--- config.mk ---
export PLATFORM = sky130hd
export DESIGN_NAME = quadrilatero_dispatcher_flat
export DESIGN_NICKNAME = d
export VERILOG_FILES = /design/src/rtl/quadrilatero_dispatcher_pkg.sv /design/src/rtl/quadrilatero_dispatcher_if.sv /design/src/rtl/quadrilatero_dispatcher.sv /design/src/flat_wrapper.sv
export SDC_FILE = /design/constraint.sdc
export NUM_CORES = 1
export LEC_CHECK = 0
export BUFFER_PORTS_ARGS = -buffer_cell sky130_fd_sc_hd__buf_2
export CAP_MARGIN = 20
export CORE_ASPECT_RATIO = 0.7
export CORE_UTILIZATION = 50
export DETAILED_ROUTE_END_ITERATION = 7
export PLACE_DENSITY = 0.85
export SLEW_MARGIN = 20
export SYNTH_ARGS = -nofsm -noshare
export SYNTH_HDL_FRONTEND = slang
export SYNTH_SLANG_ARGS = --single-unit
--- constraint.sdc ---
create_clock -name clk_i -period 5.7 [get_ports clk_i]
set_clock_uncertainty 0.1 [all_clocks]
set_input_delay 0.855 -clock clk_i [delete_from_list [all_inputs] [get_ports clk_i]]
set_output_delay 0.855 -clock clk_i [all_outputs]
set_load 0.01 [all_outputs]
--- src/rtl/quadrilatero_dispatcher_pkg.sv ---
// Instruction encodings, issue-path op codes and payload types for the matrix dispatcher.
package quadrilatero_dispatcher_pkg;

   localparam int unsigned MREG_W = 3;

   // Load/store: funct7 | rs2 | rs1 | 000 | width | mreg | custom-1
   localparam logic [31:0] MLD_B    = 32'b0000010_?????_?????_000_00_???_0101011;
   localparam logic [31:0] MLD_H    = 32'b0000010_?????_?????_000_01_???_0101011;
   localparam logic [31:0] MLD_W    = 32'b0000010_?????_?????_000_10_???_0101011;
   localparam logic [31:0] MST_B    = 32'b0000011_?????_?????_000_00_???_0101011;
   localparam logic [31:0] MST_H    = 32'b0000011_?????_?????_000_01_???_0101011;
   localparam logic [31:0] MST_W    = 32'b0000011_?????_?????_000_10_???_0101011;

   // Arithmetic: funct7 | sel | ms2 | ms1 | md | 000 | funct5 | custom-1
   localparam logic [31:0] FMMACC_S = 32'b0000100_0_???_???_???_000_10000_0101011;
   localparam logic [31:0] FMMACC_H = 32'b0000100_0_???_???_???_000_10001_0101011;
   localparam logic [31:0] FMMACC_D = 32'b0000100_1_???_???_???_000_10010_0101011;
   localparam logic [31:0] MMAQA_B  = 32'b0000100_1_???_???_???_000_1????_0101011;
   localparam logic [31:0] MMADA_H  = 32'b0000101_0_???_???_???_000_00000_0101011;
   localparam logic [31:0] MMASA_W  = 32'b0000110_0_???_???_???_000_00000_0101011;
   localparam logic [31:0] MZERO    = 32'b1111100_0_???_???_???_000_00000_0101011;

   localparam logic [2:0] OP_FMMACC_S = 3'd0;
   localparam logic [2:0] OP_FMMACC_H = 3'd1;
   localparam logic [2:0] OP_FMMACC_D = 3'd2;
   localparam logic [2:0] OP_MMAQA_B  = 3'd3;
   localparam logic [2:0] OP_MMADA_H  = 3'd4;
   localparam logic [2:0] OP_MMASA_W  = 3'd5;
   localparam logic [2:0] OP_MZERO    = 3'd6;

   typedef struct packed {
      logic              store;
      logic [1:0]        width;
      logic [MREG_W-1:0] mreg;
   } lsu_cmd_t;

   typedef struct packed {
      logic [2:0]        op;
      logic [MREG_W-1:0] md;
      logic [MREG_W-1:0] ms1;
      logic [MREG_W-1:0] ms2;
   } sa_req_t;

endpackage

--- src/rtl/quadrilatero_dispatcher_if.sv ---
// Instruction, LSU, systolic-array and completion signals of the matrix dispatcher.
interface quadrilatero_dispatcher_if #(
   parameter int unsigned XLEN = 32
);
   logic            instr_valid_i;
   logic            instr_ready_o;
   logic [31:0]     instr_i;
   logic [XLEN-1:0] rs1_i;
   logic [XLEN-1:0] rs2_i;

   logic            lsu_valid_o;
   logic            lsu_ready_i;
   logic            lsu_store_o;
   logic [1:0]      lsu_width_o;
   logic [2:0]      lsu_mreg_o;
   logic [XLEN-1:0] lsu_addr_o;
   logic [XLEN-1:0] lsu_stride_o;

   logic            sa_valid_o;
   logic            sa_ready_i;
   logic [2:0]      sa_op_o;
   logic [2:0]      sa_md_o;
   logic [2:0]      sa_ms1_o;
   logic [2:0]      sa_ms2_o;

   logic            lsu_done_i;
   logic            sa_done_i;
   logic [2:0]      lsu_done_mreg_i;
   logic [2:0]      sa_done_mreg_i;

   logic            illegal_o;
   logic [31:0]     stall_cnt_o;

   modport slave (
      input  instr_valid_i, instr_i, rs1_i, rs2_i,
      input  lsu_ready_i, sa_ready_i,
      input  lsu_done_i, sa_done_i, lsu_done_mreg_i, sa_done_mreg_i,
      output instr_ready_o,
      output lsu_valid_o, lsu_store_o, lsu_width_o, lsu_mreg_o, lsu_addr_o, lsu_stride_o,
      output sa_valid_o, sa_op_o, sa_md_o, sa_ms1_o, sa_ms2_o,
      output illegal_o, stall_cnt_o
   );

   modport master (
      output instr_valid_i, instr_i, rs1_i, rs2_i,
      output lsu_ready_i, sa_ready_i,
      output lsu_done_i, sa_done_i, lsu_done_mreg_i, sa_done_mreg_i,
      input  instr_ready_o,
      input  lsu_valid_o, lsu_store_o, lsu_width_o, lsu_mreg_o, lsu_addr_o, lsu_stride_o,
      input  sa_valid_o, sa_op_o, sa_md_o, sa_ms1_o, sa_ms2_o,
      input  illegal_o, stall_cnt_o
   );
endinterface

--- src/rtl/quadrilatero_dispatcher.sv ---
// Matrix-extension dispatcher: decode, register scoreboard, registered LSU/SA issue slices.
// Define QUADRILATERO_DISPATCH_PERF_EN to build the saturating stall-cycle counter.
module quadrilatero_dispatcher
   import quadrilatero_dispatcher_pkg::*;
#(
   parameter int unsigned N_MREGS = 8,
   parameter int unsigned XLEN    = 32
) (
   input logic                       clk_i,
   input logic                       rst_ni,
   quadrilatero_dispatcher_if.slave  bus
);

   typedef logic [N_MREGS-1:0] mvec_t;

   function automatic mvec_t onehot(input logic [MREG_W-1:0] idx);
      mvec_t v;
      v = '0;
      for (int unsigned i = 0; i < N_MREGS; i++) v[i] = (MREG_W'(i) == idx);
      return v;
   endfunction

   logic              is_ld, is_st, is_sa, uses_src, is_lsu;
   logic [2:0]        dec_op;
   logic [1:0]        f_width;
   logic [MREG_W-1:0] f_mreg, f_md, f_ms1, f_ms2;

   logic              stall, accept;
   mvec_t             busy_q, busy_d, busy_eff, need, set_mask, clr;

   logic              lsu_valid_q;
   lsu_cmd_t          lsu_cmd_q;
   logic [XLEN-1:0]   lsu_addr_q, lsu_stride_q;
   logic              sa_valid_q;
   sa_req_t           sa_req_q;
   logic              illegal_q;

   assign f_width = bus.instr_i[11:10];
   assign f_mreg  = bus.instr_i[9:7];
   assign f_ms2   = bus.instr_i[23:21];
   assign f_ms1   = bus.instr_i[20:18];
   assign f_md    = bus.instr_i[17:15];
   assign is_lsu  = is_ld | is_st;

   // Masked decode; FMMACC_D sits inside the MMAQA_B pattern, so it is listed first.
   always_comb begin
      is_ld    = 1'b0;
      is_st    = 1'b0;
      is_sa    = 1'b0;
      uses_src = 1'b1;
      dec_op   = OP_FMMACC_S;
      casez (bus.instr_i)
         MLD_B, MLD_H, MLD_W: is_ld = 1'b1;
         MST_B, MST_H, MST_W: is_st = 1'b1;
         FMMACC_S: begin is_sa = 1'b1; dec_op = OP_FMMACC_S; end
         FMMACC_H: begin is_sa = 1'b1; dec_op = OP_FMMACC_H; end
         FMMACC_D: begin is_sa = 1'b1; dec_op = OP_FMMACC_D; end
         MMAQA_B:  begin is_sa = 1'b1; dec_op = OP_MMAQA_B;  end
         MMADA_H:  begin is_sa = 1'b1; dec_op = OP_MMADA_H;  end
         MMASA_W:  begin is_sa = 1'b1; dec_op = OP_MMASA_W;  end
         MZERO:    begin is_sa = 1'b1; dec_op = OP_MZERO; uses_src = 1'b0; end
         default:  ;
      endcase
   end

   // Completions in this cycle already free their register for the hazard check.
   always_comb begin
      clr      = (bus.lsu_done_i ? onehot(bus.lsu_done_mreg_i) : '0)
               | (bus.sa_done_i  ? onehot(bus.sa_done_mreg_i)  : '0);
      busy_eff = busy_q & ~clr;
      need     = '0;
      set_mask = '0;
      stall    = 1'b0;
      if (is_lsu) begin
         need     = onehot(f_mreg);
         set_mask = onehot(f_mreg);
         stall    = (|(need & busy_eff)) || (lsu_valid_q && !bus.lsu_ready_i);
      end else if (is_sa) begin
         need     = onehot(f_md) | (uses_src ? (onehot(f_ms1) | onehot(f_ms2)) : '0);
         set_mask = onehot(f_md);
         stall    = (|(need & busy_eff)) || (sa_valid_q && !bus.sa_ready_i);
      end
      accept = bus.instr_valid_i && !stall;
      busy_d = busy_eff | (accept ? set_mask : '0);
   end

   assign bus.instr_ready_o = !stall;

   always_ff @(posedge clk_i or negedge rst_ni) begin
      if (!rst_ni) begin
         busy_q    <= '0;
         illegal_q <= 1'b0;
      end else begin
         busy_q    <= busy_d;
         illegal_q <= accept && !is_lsu && !is_sa;
      end
   end

   // LSU slice: refills in the cycle its entry drains.
   always_ff @(posedge clk_i or negedge rst_ni) begin
      if (!rst_ni) begin
         lsu_valid_q  <= 1'b0;
         lsu_cmd_q    <= '0;
         lsu_addr_q   <= '0;
         lsu_stride_q <= '0;
      end else if (accept && is_lsu) begin
         lsu_valid_q     <= 1'b1;
         lsu_cmd_q.store <= is_st;
         lsu_cmd_q.width <= f_width;
         lsu_cmd_q.mreg  <= f_mreg;
         lsu_addr_q      <= XLEN'(bus.rs1_i);
         lsu_stride_q    <= XLEN'(bus.rs2_i);
      end else if (bus.lsu_ready_i) begin
         lsu_valid_q <= 1'b0;
      end
   end

   always_ff @(posedge clk_i or negedge rst_ni) begin
      if (!rst_ni) begin
         sa_valid_q <= 1'b0;
         sa_req_q   <= '0;
      end else if (accept && is_sa) begin
         sa_valid_q   <= 1'b1;
         sa_req_q.op  <= dec_op;
         sa_req_q.md  <= f_md;
         sa_req_q.ms1 <= f_ms1;
         sa_req_q.ms2 <= f_ms2;
      end else if (bus.sa_ready_i) begin
         sa_valid_q <= 1'b0;
      end
   end

   assign bus.lsu_valid_o  = lsu_valid_q;
   assign bus.lsu_store_o  = lsu_cmd_q.store;
   assign bus.lsu_width_o  = lsu_cmd_q.width;
   assign bus.lsu_mreg_o   = lsu_cmd_q.mreg;
   assign bus.lsu_addr_o   = lsu_addr_q;
   assign bus.lsu_stride_o = lsu_stride_q;
   assign bus.sa_valid_o   = sa_valid_q;
   assign bus.sa_op_o      = sa_req_q.op;
   assign bus.sa_md_o      = sa_req_q.md;
   assign bus.sa_ms1_o     = sa_req_q.ms1;
   assign bus.sa_ms2_o     = sa_req_q.ms2;
   assign bus.illegal_o    = illegal_q;

`ifdef QUADRILATERO_DISPATCH_PERF_EN
   logic [31:0] stall_cnt_q;

   // Saturating count of cycles an offered instruction is held off.
   always_ff @(posedge clk_i or negedge rst_ni) begin
      if (!rst_ni) begin
         stall_cnt_q <= 32'd0;
      end else if (bus.instr_valid_i && stall && (stall_cnt_q != 32'hFFFF_FFFF)) begin
         stall_cnt_q <= stall_cnt_q + 32'd1;
      end
   end

   assign bus.stall_cnt_o = stall_cnt_q;
`else
   assign bus.stall_cnt_o = 32'd0;
`endif

endmodule
--- src/flat_wrapper.sv ---
// flat-port wrapper written by rule: the top's interface ports become plain ports
module quadrilatero_dispatcher_flat import quadrilatero_dispatcher_pkg::*;
#(
   parameter int unsigned N_MREGS = 8,
   parameter int unsigned XLEN    = 32
)
  (clk_i, rst_ni, bus_instr_valid_i, bus_instr_i, bus_rs1_i, bus_rs2_i, bus_lsu_ready_i, bus_sa_ready_i, bus_lsu_done_i, bus_sa_done_i, bus_lsu_done_mreg_i, bus_sa_done_mreg_i, bus_instr_ready_o, bus_lsu_valid_o, bus_lsu_store_o, bus_lsu_width_o, bus_lsu_mreg_o, bus_lsu_addr_o, bus_lsu_stride_o, bus_sa_valid_o, bus_sa_op_o, bus_sa_md_o, bus_sa_ms1_o, bus_sa_ms2_o, bus_illegal_o, bus_stall_cnt_o);
  quadrilatero_dispatcher_if #(.XLEN(XLEN)) bus_i ();
  input logic clk_i;
  input logic rst_ni;
  input wire logic [$bits(bus_i.instr_valid_i)-1:0] bus_instr_valid_i;
  input wire logic [$bits(bus_i.instr_i)-1:0] bus_instr_i;
  input wire logic [$bits(bus_i.rs1_i)-1:0] bus_rs1_i;
  input wire logic [$bits(bus_i.rs2_i)-1:0] bus_rs2_i;
  input wire logic [$bits(bus_i.lsu_ready_i)-1:0] bus_lsu_ready_i;
  input wire logic [$bits(bus_i.sa_ready_i)-1:0] bus_sa_ready_i;
  input wire logic [$bits(bus_i.lsu_done_i)-1:0] bus_lsu_done_i;
  input wire logic [$bits(bus_i.sa_done_i)-1:0] bus_sa_done_i;
  input wire logic [$bits(bus_i.lsu_done_mreg_i)-1:0] bus_lsu_done_mreg_i;
  input wire logic [$bits(bus_i.sa_done_mreg_i)-1:0] bus_sa_done_mreg_i;
  output wire logic [$bits(bus_i.instr_ready_o)-1:0] bus_instr_ready_o;
  output wire logic [$bits(bus_i.lsu_valid_o)-1:0] bus_lsu_valid_o;
  output wire logic [$bits(bus_i.lsu_store_o)-1:0] bus_lsu_store_o;
  output wire logic [$bits(bus_i.lsu_width_o)-1:0] bus_lsu_width_o;
  output wire logic [$bits(bus_i.lsu_mreg_o)-1:0] bus_lsu_mreg_o;
  output wire logic [$bits(bus_i.lsu_addr_o)-1:0] bus_lsu_addr_o;
  output wire logic [$bits(bus_i.lsu_stride_o)-1:0] bus_lsu_stride_o;
  output wire logic [$bits(bus_i.sa_valid_o)-1:0] bus_sa_valid_o;
  output wire logic [$bits(bus_i.sa_op_o)-1:0] bus_sa_op_o;
  output wire logic [$bits(bus_i.sa_md_o)-1:0] bus_sa_md_o;
  output wire logic [$bits(bus_i.sa_ms1_o)-1:0] bus_sa_ms1_o;
  output wire logic [$bits(bus_i.sa_ms2_o)-1:0] bus_sa_ms2_o;
  output wire logic [$bits(bus_i.illegal_o)-1:0] bus_illegal_o;
  output wire logic [$bits(bus_i.stall_cnt_o)-1:0] bus_stall_cnt_o;
  assign bus_i.instr_valid_i = bus_instr_valid_i;
  assign bus_i.instr_i = bus_instr_i;
  assign bus_i.rs1_i = bus_rs1_i;
  assign bus_i.rs2_i = bus_rs2_i;
  assign bus_i.lsu_ready_i = bus_lsu_ready_i;
  assign bus_i.sa_ready_i = bus_sa_ready_i;
  assign bus_i.lsu_done_i = bus_lsu_done_i;
  assign bus_i.sa_done_i = bus_sa_done_i;
  assign bus_i.lsu_done_mreg_i = bus_lsu_done_mreg_i;
  assign bus_i.sa_done_mreg_i = bus_sa_done_mreg_i;
  assign bus_instr_ready_o = bus_i.instr_ready_o;
  assign bus_lsu_valid_o = bus_i.lsu_valid_o;
  assign bus_lsu_store_o = bus_i.lsu_store_o;
  assign bus_lsu_width_o = bus_i.lsu_width_o;
  assign bus_lsu_mreg_o = bus_i.lsu_mreg_o;
  assign bus_lsu_addr_o = bus_i.lsu_addr_o;
  assign bus_lsu_stride_o = bus_i.lsu_stride_o;
  assign bus_sa_valid_o = bus_i.sa_valid_o;
  assign bus_sa_op_o = bus_i.sa_op_o;
  assign bus_sa_md_o = bus_i.sa_md_o;
  assign bus_sa_ms1_o = bus_i.sa_ms1_o;
  assign bus_sa_ms2_o = bus_i.sa_ms2_o;
  assign bus_illegal_o = bus_i.illegal_o;
  assign bus_stall_cnt_o = bus_i.stall_cnt_o;
  quadrilatero_dispatcher #(.N_MREGS(N_MREGS), .XLEN(XLEN)) u_core (.clk_i(clk_i), .rst_ni(rst_ni), .bus(bus_i));
endmodule
==> impl_metrics.json, run 1 <==
{
  "synth-simple-area-share_pct": 12.76,
  "crit_chain": "buf_2 -> or4b_1 -> nand3_2 -> o22ai_2 -> o41ai_4 -> nand3b_1 -> a2bb2oi_1 -> buf_2",
  "cts_setup_buffers": 0,
  "worst-setup-path-type": "input port to output pin",
  "placed_area_um2": 5659,
  "reg2reg_to": "u_core.bus.lsu_addr_o[8]",
  "worst-path-buf-inv": 2,
  "grt_pass1_wl_mm": 18.16,
  "dp.cells": 682,
  "pwr-share-seq_pct": 46.9,
  "end_kind": "output pin",
  "cap_violations": 0,
  "fp.dieW_um": 118.7,
  "crit_path_start_kind": "input port",
  "diodes": 0,
  "stdcell_area_um2": 5984,
  "yosysSeqAreaShare_pct": 48.83,
  "rows": 29,
  "gp_congestion": 0.9675,
  "fin_crit_ps": 3558,
  "p_leak_nw": 3.328,
  "final_net_count": 678,
  "syn_area_per_cell_um2": 12.54,
  "max_stage_delay_ps": 570,
  "cp_slowest_cell": "or4b_1",
  "cts_buffers": 9,
  "internal-power_mw": 1.088,
  "place.detailed.hpwl_mm": 8.861,
  "hold_path_class": "input port to asynchronous set/reset pin",
  "period_share_pct": 62.42,
  "synth_ff_type": "dfrtp_1",
  "htree_levels": 3,
  "drt.antenna.violating_nets": 0,
  "dieArea_um2": 9933,
  "clkLatencyLatePin_ps": 330,
  "worst_pin_slew_ps": 872.1,
  "fin_util_pct": 65.45,
  "max_freq_mhz": 281.1,
  "crit_arrival_ps": 2600,
  "antenna_found_initial": 0,
  "clockBufferDepth": 2,
  "sw_frac_of_total_pct": 22.68,
  "synthToLayoutAreaGrowth_pct": 25.57,
  "async_flop_share_pct": 100.0,
  "tritoncts": "yes",
  "timing.slew.headroom_pct": 41.86,
  "regToRegSetupSlack_ps": 3180,
  "power_frac_comb_pct": 7.5,
  "ys_seq_elements": 93,
  "vias_per_cell": 5.372,
  "hold_viol_final": 0,
  "synthTopCellsByArea": "dfrtp_1 (49%), mux2_1 (9.5%), mux2_2 (7.1%)",
  "synth_edf_count": 0,
  "synth_xor_area_share_pct": 0.1838,
  "drt_iter0_drc": 309,
  "wl_per_cell_um": 16.44,
  "synth_mux_area_share_pct": 20.01,
  "hold_ws_ps": 195.3,
  "synthAdderAreaFrac_pct": 0,
  "finalWirelength_mm": 11.46,
  "synth_top_area_share_pct": 48.83,
  "setup_tns_ps": 0,
  "drive_gt1_share_pct": 46.42,
  "yosys_warnings": 0,
  "syn-instance-count": 380,
  "cp_max_fo": 8,
  "clockPowerShare_pct": 45.5,
  "status": "complete, no violations",
  "fin_cells": 697,
  "drv_slew": 0,
  "fillerInstances": 755,
  "switchingPower_uw": 319.2,
  "cts-root-buf": "clkbuf_16",
  "holdBufCountCts": 0,
  "synth_area_um2": 4766,
  "rr_worst_depth": 6,
  "synth.largest_area_cell": "dfrtp_1",
  "finalSetupViolCount": 0,
  "critical_path.top_delay_family": "simple AND/OR/NAND/NOR gates",
  "crit_path_frequent_cell": "buf_2",
  "synth_top_family_by_area": "multiplexers",
  "coreArea_um2": 9144,
  "r2r_start": "u_core.busy_q[2]",
  "grt_max_degree": 92,
  "dr_total_vias": 3744,
  "globalRoute.totalOverflow": 0,
  "synth_compound_area_share_pct": 9.504,
  "grt_use_total_pct": 23.49,
  "post_cts_resize_count": 0,
  "drc": 0,
  "drt_pre_antenna_iters": 6,
  "numClockSinks": 93,
  "clkTransAtPathRegs_ps": 70,
  "first_global_vias": 3669,
  "yosys.cell_types.count": 55,
  "initial_utilization_pct": 52.12,
  "rsz0062_at_grt": "false",
  "worstPathRequired_ps": 4740,
  "ios": 227,
  "die_height_um": 83.69,
  "port_buffers": 194,
  "power_density_nw_per_um2": 235.1,
  "vdd_drop_max_uv": 163.3
}
==> cell type report <==
cell class	count	area [um^2]	share of cell area (%)
repair buffers	197	999.7	16.70
clock buffers	9	225.2	3.763
flip-flops and latches	93	2327	38.89
multi-input cells	258	2143	35.81
inverters	10	37.54	0.6272
clock inverters	6	96.34	1.610
well taps	124	155.1	2.593
==> per-layer routing <==
layer | part of all wire (%) | GRT usage [%] | routed length, um | up-vias
met4 | 0.71 | 4.603 | 81 | 0
li1 | - | - | - | 1717
met5 | 0 | 0 | 0 | -
met3 | 9.0 | 7.036 | 1033 | 11
met2 | 50 | 40.46 | 5699 | 203
met1 | 41 | 29.39 | 4645 | 1813
==> state kept, by name, indices dropped and copies added, names as in the netlist <==
register                 flops
u_core.bus.illegal_o         1
u_core.bus.sa_valid_o        1
u_core.bus.lsu_stride_o     32
u_core.bus.lsu_valid_o       1
u_core.bus.sa_ms1_o          3
u_core.bus.sa_op_o           3
u_core.bus.lsu_addr_o       32
u_core.bus.lsu_store_o       1
u_core.bus.sa_md_o           3
u_core.bus.lsu_mreg_o        3
u_core.bus.sa_ms2_o          3
u_core.busy_q                8
u_core.bus.lsu_width_o       2
==> worst register-to-register path: stages, from the launching register on <==
cell and delay, ps:
dfrtp_1 380, o311ai_2 120, o2111a_1 310, nand4_1 220, nor2_4 130, buf_4 670
mux2_2 470
==> synthesized netlist by cell type, types with 4 or more instances <==
| cell type | number |
|---|---|
| nand3b_1 | 4 |
| nand3_1 | 12 |
| o22ai_1 | 5 |
| dfrtp_1 | 93 |
| nand4b_1 | 6 |
| buf_4 | 33 |
| a41oi_1 | 4 |
| nand4_1 | 10 |
| nor3b_1 | 8 |
| o21ai_1 | 6 |
| mux2_2 | 30 |
| inv_1 | 10 |
| nand2_1 | 9 |
| buf_6 | 8 |
| nor2_1 | 10 |
| nand4bb_1 | 6 |
| nand2b_1 | 4 |
| nor2b_1 | 4 |
| a21boi_0 | 5 |
| nor3_1 | 4 |
| mux2_1 | 40 |
| clkbuf_1 | 7 |
| mux2_4 | 11 |
==> placed cells by master (no fill, tap or decap), drive strengths merged, types with 7 or more instances in the layout <==
master  netlist  routed
inv          10      12
nand3        13      13
nand2         9       9
dfrtp        93      93
mux2         81      81
conb          1      32
o21ai         9       9
o22ai         7       7
nor2         11      11
nor3b         8       8
nand4        10      10
clkbuf        7       9
buf          43     197
==> metrics by stage <==
step	power, mW	worst slack [ps]
4_1_cts	1.424	2206
5_1_grt	1.461	2003
3_3_place_gp	0.7734	2172
2_1_floorplan	0.7288	2562
3_5_place_dp	0.7781	2111
6_report	1.407	2142
==> cell families (layout without fill, tap and decap cells) <==
group / after synthesis / count (layout)
DFF: 93 / 93
and+or+nand+nor: 91 / 91
muxes: 81 / 81
buffers and inverters: 60 / 222
AOI/OAI and AO/OA: 53 / 53
other: 1 / 32
xor gates and xnor gates: 1 / 1
==> power by group through the flow <==
stage          clock (mW)  combinational [mW]  sequential [mW]
6_report            0.641               0.106            0.661
5_1_grt             0.684               0.117            0.660
3_5_place_dp            0               0.105            0.673
2_1_floorplan           0              0.0554            0.673
4_1_cts             0.658               0.105            0.660
3_3_place_gp            0               0.100            0.673
==> worst max path at each step <==
stage,start,depth (start not counted),endpoint
3_3_place_gp,bus_lsu_done_mreg_i[0],8,u_core.bus.lsu_addr_o[8]
2_1_floorplan,bus_lsu_done_mreg_i[1],6,bus_instr_ready_o
3_5_place_dp,bus_sa_done_mreg_i[2],8,u_core.bus.lsu_stride_o[1]
6_report,bus_sa_done_mreg_i[2],8,bus_instr_ready_o
5_1_grt,bus_instr_i[12],8,bus_instr_ready_o
4_1_cts,bus_instr_i[12],8,bus_instr_ready_o
Note: power is estimated with default switching activity, not from simulation.
==> run 2: changes to the inputs <==
--- a/config.mk
+++ b/config.mk
@@ -8,9 +8,9 @@
 export BUFFER_PORTS_ARGS = -buffer_cell sky130_fd_sc_hd__buf_2
 export CAP_MARGIN = 20
 export CORE_ASPECT_RATIO = 0.7
-export CORE_UTILIZATION = 50
+export CORE_UTILIZATION = 42
 export DETAILED_ROUTE_END_ITERATION = 7
-export PLACE_DENSITY = 0.85
+export PLACE_DENSITY = 0.76
 export SLEW_MARGIN = 20
 export SYNTH_ARGS = -nofsm -noshare
 export SYNTH_HDL_FRONTEND = slang
==> constraint.sdc (replaced) <==
create_clock -name clk_i -period 3.25 [get_ports clk_i]
set_clock_uncertainty 0.1 [all_clocks]
set_input_delay 0.4875 -clock clk_i [delete_from_list [all_inputs] [get_ports clk_i]]
set_output_delay 0.4875 -clock clk_i [all_outputs]
set_load 0.01 [all_outputs]
==> impl_metrics.json, run 2 (synthesized netlist as in run 1, its figures left out) <==
{
  "status": "complete, no violations",
  "grt_pass1_wl_mm": 17.47,
  "fin_util_pct": 55.10,
  "worst_pin_slew_ps": 749.5,
  "vias_per_cell": 5.143,
  "place.detailed.hpwl_mm": 8.502,
  "cp_max_fo": 8,
  "die_height_um": 91.13,
  "clkTransAtPathRegs_ps": 70,
  "internal-power_mw": 1.991,
  "wl_per_cell_um": 15.33,
  "crit_path_frequent_cell": "buf_2",
  "drc": 0,
  "clockBufferDepth": 2,
  "gp_congestion": 0.9187,
  "fin_crit_ps": 2783,
  "gr-usage-met1_pct": 26.23,
  "rsz0062_at_grt": "false",
  "final_net_count": 679,
  "grt_use_total_pct": 19.23,
  "port_buffers": 194,
  "hold_viol_final": 0,
  "finalWirelength_mm": 11.16,
  "crit_path_start_kind": "input port",
  "cap_violations": 0,
  "period_share_pct": 85.63,
  "crit_arrival_ps": 2200,
  "power_density_nw_per_um2": 420.7,
  "cp_slowest_cell": "or4b_1",
  "globalRoute.totalOverflow": 0,
  "final_common_cell": "buf_2",
  "met3_usage_pct": 5.539,
  "diodes": 0,
  "crit_chain": "buf_2 -> or4b_1 -> a41oi_1 -> nor2_1 -> o22ai_2 -> nand3b_1 -> a2bb2oi_1 -> buf_2",
  "max_freq_mhz": 359.3,
  "sw_frac_of_total_pct": 21.98,
  "drive_gt1_share_pct": 46.43,
  "worstPathRequired_ps": 2660,
  "first_global_vias": 3474,
  "antenna_found_initial": 0,
  "gr-max-usage-layer": "met2",
  "grtUsageMet2_pct": 29.53,
  "tritoncts": "yes",
  "drt_iter0_drc": 203,
  "cts_setup_buffers": 0,
  "mostFrequentLayoutCells": "buf_2 (193), dfrtp_1 (93), mux2_1 (40), conb_1 (32), mux2_2 (30)",
  "dieArea_um2": 11780,
  "rows": 32,
  "max_stage_delay_ps": 560,
  "ios": 227,
  "fp.dieW_um": 129.3,
  "post_cts_resize_count": 0,
  "clkLatencyLatePin_ps": 330,
  "dr_total_vias": 3744,
  "drv_slew": 0,
  "synthToLayoutAreaGrowth_pct": 27.30,
  "htree_levels": 3,
  "end_kind": "output pin",
  "hold_path_class": "input port to asynchronous set/reset pin",
  "coreArea_um2": 11010,
  "pwr-share-seq_pct": 45.4,
  "timing.slew.headroom_pct": 50.03,
  "cts_buffers": 9,
  "initial_utilization_pct": 43.28,
  "clockPowerShare_pct": 47.3,
  "fin_cells": 728,
  "holdBufCountCts": 0,
  "numClockSinks": 93,
  "p_leak_nw": 3.351,
  "vdd_drop_max_uv": 263.7,
  "drt_pre_antenna_iters": 5,
  "total_power_mw": 2.552,
  "grt_max_degree": 84,
  "switchingPower_uw": 560.9,
  "worst-setup-path-type": "input port to output pin",
  "setup_tns_ps": 0,
  "drt.antenna.violating_nets": 0,
  "cts-root-buf": "clkbuf_16",
  "finalSetupViolCount": 0,
  "dp.cells": 712,
  "power_frac_comb_pct": 7.3
}
==> run 2: area by class of cell <==
class | instances | area (um^2)
clock buffer | 10 | 229.0
tap | 153 | 191.4
timing repair buffer | 198 | 1020
clock inverter | 6 | 118.9
multi-input combinational | 258 | 2143
sequential | 93 | 2327
fill | 953 | 4943
inverter | 10 | 37.54
==> run 2: final timing paths <==
| check | startpoint | endpoint | slack (ps) | cells past startpoint |
|---|---|---|---|---|
| worst max-delay path | bus_lsu_done_mreg_i[0] | bus_instr_ready_o | 470 | 8 |
| worst min-delay path | rst_ni | u_core.bus.sa_valid_o | 80 | 1 |
| worst max register to register | u_core.busy_q[2] | u_core.bus.lsu_stride_o[9] | 1040 | 6 |
| worst min register to register | u_core.bus.lsu_stride_o[15] | u_core.bus.lsu_stride_o[15] | 380 | 1 |
| max in group asynchronous | rst_ni | u_core.bus.lsu_stride_o[27] | 2280 | 2 |
| min in group clk_i | bus_rs1_i[3] | u_core.bus.lsu_addr_o[3] | 270 | 2 |
==> run 2: per-layer routing <==
| metal | up-vias | share of wire, % |
|---|---|---|
| met5 | - | 0 |
| met4 | 0 | 1.1 |
| met3 | 15 | 10 |
| met2 | 216 | 45 |
| met1 | 1782 | 44 |
| li1 | 1731 | - |
==> run 2: per-stage QoR <==
step | worst slack, ps | area, um^2 | hold WS [ps]
5_1_grt | 364.2 | 6067 | 142.0
3_3_place_gp | 356.7 | 5715 | 361.2
4_1_cts | 481.3 | 6063 | 251.9
6_report | 467.1 | 6067 | 82.90
2_1_floorplan | 817.8 | 4882 | 91.91
3_5_place_dp | 324.8 | 5715 | 370.6
==> run 2: power groups by stage <==
stage | Clock, mW | Combinational [mW] | Sequential [mW]
after floorplan | 0 | 0.0972 | 1.18
after global placement | 0 | 0.178 | 1.18
after detailed placement | 0 | 0.185 | 1.18
after CTS | 1.24 | 0.185 | 1.16
after global routing | 1.29 | 0.205 | 1.16
final | 1.21 | 0.186 | 1.16
==> run 2: critical path, delay by kind of cell <==
kind | cells | cell delay [ps]
compound gates | 3 | 640
buf+inv | 2 | 310
simple gates | 3 | 740
==> run 3: changes to the inputs <==
--- a/config.mk
+++ b/config.mk
@@ -10,6 +10,7 @@
 export CORE_ASPECT_RATIO = 0.7
 export CORE_UTILIZATION = 42
 export DETAILED_ROUTE_END_ITERATION = 7
+export MAX_ROUTING_LAYER = met4
 export PLACE_DENSITY = 0.76
 export SLEW_MARGIN = 20
 export SYNTH_ARGS = -nofsm -noshare
==> impl_metrics.json, run 3 (synthesized netlist as in run 1, its figures left out) <==
{
  "status": "complete, no violations",
  "worst_pin_slew_ps": 770.5,
  "die_height_um": 91.13,
  "wl_per_cell_um": 15.78,
  "grt_max_degree": 84,
  "crit_arrival_ps": 2190,
  "first_global_vias": 3510,
  "total_power_mw": 2.450,
  "timing.slew.headroom_pct": 48.64,
  "post_cts_resize_count": 0,
  "drive_gt1_share_pct": 46.52,
  "critical_path.top_delay_family": "simple AND/OR/NAND/NOR gates",
  "tritoncts": "yes",
  "power_density_nw_per_um2": 405.7,
  "final_net_count": 680,
  "p_leak_nw": 3.332,
  "cp_max_fo": 8,
  "grt_pass1_wl_mm": 17.74,
  "dr_wl_met2_mm": 5.217,
  "gp_congestion": 1.032,
  "ios": 227,
  "vias_per_cell": 5.114,
  "worst-setup-path-type": "input port to output pin",
  "cp_slowest_cell": "or4b_1",
  "end_kind": "output pin",
  "drt.antenna.violating_nets": 0,
  "fin_util_pct": 54.84,
  "holdBufCountCts": 0,
  "top_layer": "met4",
  "crit_chain": "buf_2 -> or4b_1 -> nand3_2 -> o22ai_2 -> o41ai_4 -> nand3b_1 -> a2bb2oi_1 -> buf_2",
  "drt_pre_antenna_iters": 5,
  "cap_violations": 0,
  "setup_tns_ps": 0,
  "finalWirelength_mm": 11.47,
  "htree_levels": 3,
  "grt_use_total_pct": 20.10,
  "dr_total_vias": 3718,
  "period_share_pct": 85.55,
  "wl_met1_mm": 5.121,
  "seq_area_um2": 2327,
  "max_stage_delay_ps": 570,
  "multi_input_area_um2": 2143,
  "final_common_cell": "buf_2",
  "hold_viol_final": 0,
  "fillerInstances": 979,
  "finalSetupViolCount": 0,
  "synthToLayoutAreaGrowth_pct": 26.70,
  "place.detailed.hpwl_mm": 8.772,
  "cts-root-buf": "clkbuf_16",
  "rr_worst_depth": 6,
  "cts_setup_buffers": 0,
  "r2r_start": "u_core.busy_q[2]",
  "rows": 32,
  "initial_utilization_pct": 43.28,
  "globalRoute.totalOverflow": 0,
  "numClockSinks": 93,
  "dieArea_um2": 11780,
  "max_freq_mhz": 359.7,
  "port_buffers": 194,
  "drt_iter0_drc": 184,
  "worstPathRequired_ps": 2660,
  "crit_path_frequent_cell": "buf_2",
  "crit_path_start_kind": "input port",
  "worst-path-stages": 8,
  "worst-path-buf-inv": 2,
  "fp.dieW_um": 129.3,
  "mostFrequentLayoutCells": "buf_2 (193), dfrtp_1 (93), mux2_1 (40), conb_1 (32), mux2_2 (30)",
  "met3_length_mm": 1.039,
  "coreArea_um2": 11010,
  "rsz0062_at_grt": "false",
  "drc": 0,
  "diodes": 0,
  "fin_crit_ps": 2780,
  "drv_slew": 0,
  "clkTransAtPathRegs_ps": 70,
  "cts_buffers": 9,
  "hold_path_class": "input port to asynchronous set/reset pin",
  "antenna_found_initial": 0,
  "clockBufferDepth": 2,
  "crit_start": "bus_lsu_done_mreg_i[0]",
  "clkLatencyLatePin_ps": 330,
  "vdd_drop_max_uv": 294.6
}
run 3: cell types whose count changed in the layout (fill, tap and decap cells not counted), sizes merged:
cell / change
clkinvlp: +2
buf: +1
bufinv: -1
clkbuf: -1
clkinv: -1
inv: -1
run 3: report_power, final:
part           switching (mW)  leakage, nW  internal [mW]
combinational           0.116         1.89         0.0726
sequential           0.000221         1.29           1.16
clock                   0.433        0.146          0.671
run 3: layout make-up:
| cell class | instances | area share (%) |
|---|---|---|
| flip-flops and latches | 93 | 38.54 |
| multi-input cells | 258 | 35.50 |
| repair buffers | 199 | 17.01 |
| clock buffers | 9 | 3.730 |
| well taps | 153 | 3.170 |
| clock inverters | 5 | 1.430 |
| inverters | 10 | 0.6216 |
run 3: metal layers:
metal / vias to the layer above / track usage (%)
met5: - / -
met4: 0 / 4.804
met3: 11 / 5.068
met2: 206 / 29.97
met1: 1775 / 27.35
li1: 1726 / -
run 3: stage by stage:
stage                     cell area (um^2)  hold WS (ps)  setup WS [ps]  cells
after floorplan                       4882         91.91          817.8    411
after global placement                5723         362.4          425.6    713
after detailed placement              5723         370.6          378.6    713
after CTS                             6035         255.2          495.9    727
after global routing                  6038         124.9          349.6    727
final                                 6038         71.92          469.7    727
run 3: worst register-to-register path, cell delays in order, from the launching register on:
cell	delay [ps]
dfrtp_1	400
o311ai_2	130
o2111a_1	320
nand4_1	200
nor2_4	160
buf_12	300
mux2_1	470
run 3: final timing paths:
check                           slack [ps]                          end
max in group asynchronous             2260   u_core.bus.lsu_stride_o[9]
worst max register to register        1050  u_core.bus.lsu_stride_o[18]
worst max-delay path                   470            bus_instr_ready_o
worst min register to register         380     u_core.bus.lsu_addr_o[1]
min in group clk_i                     270     u_core.bus.lsu_addr_o[3]
worst min-delay path                    70         u_core.bus.illegal_o
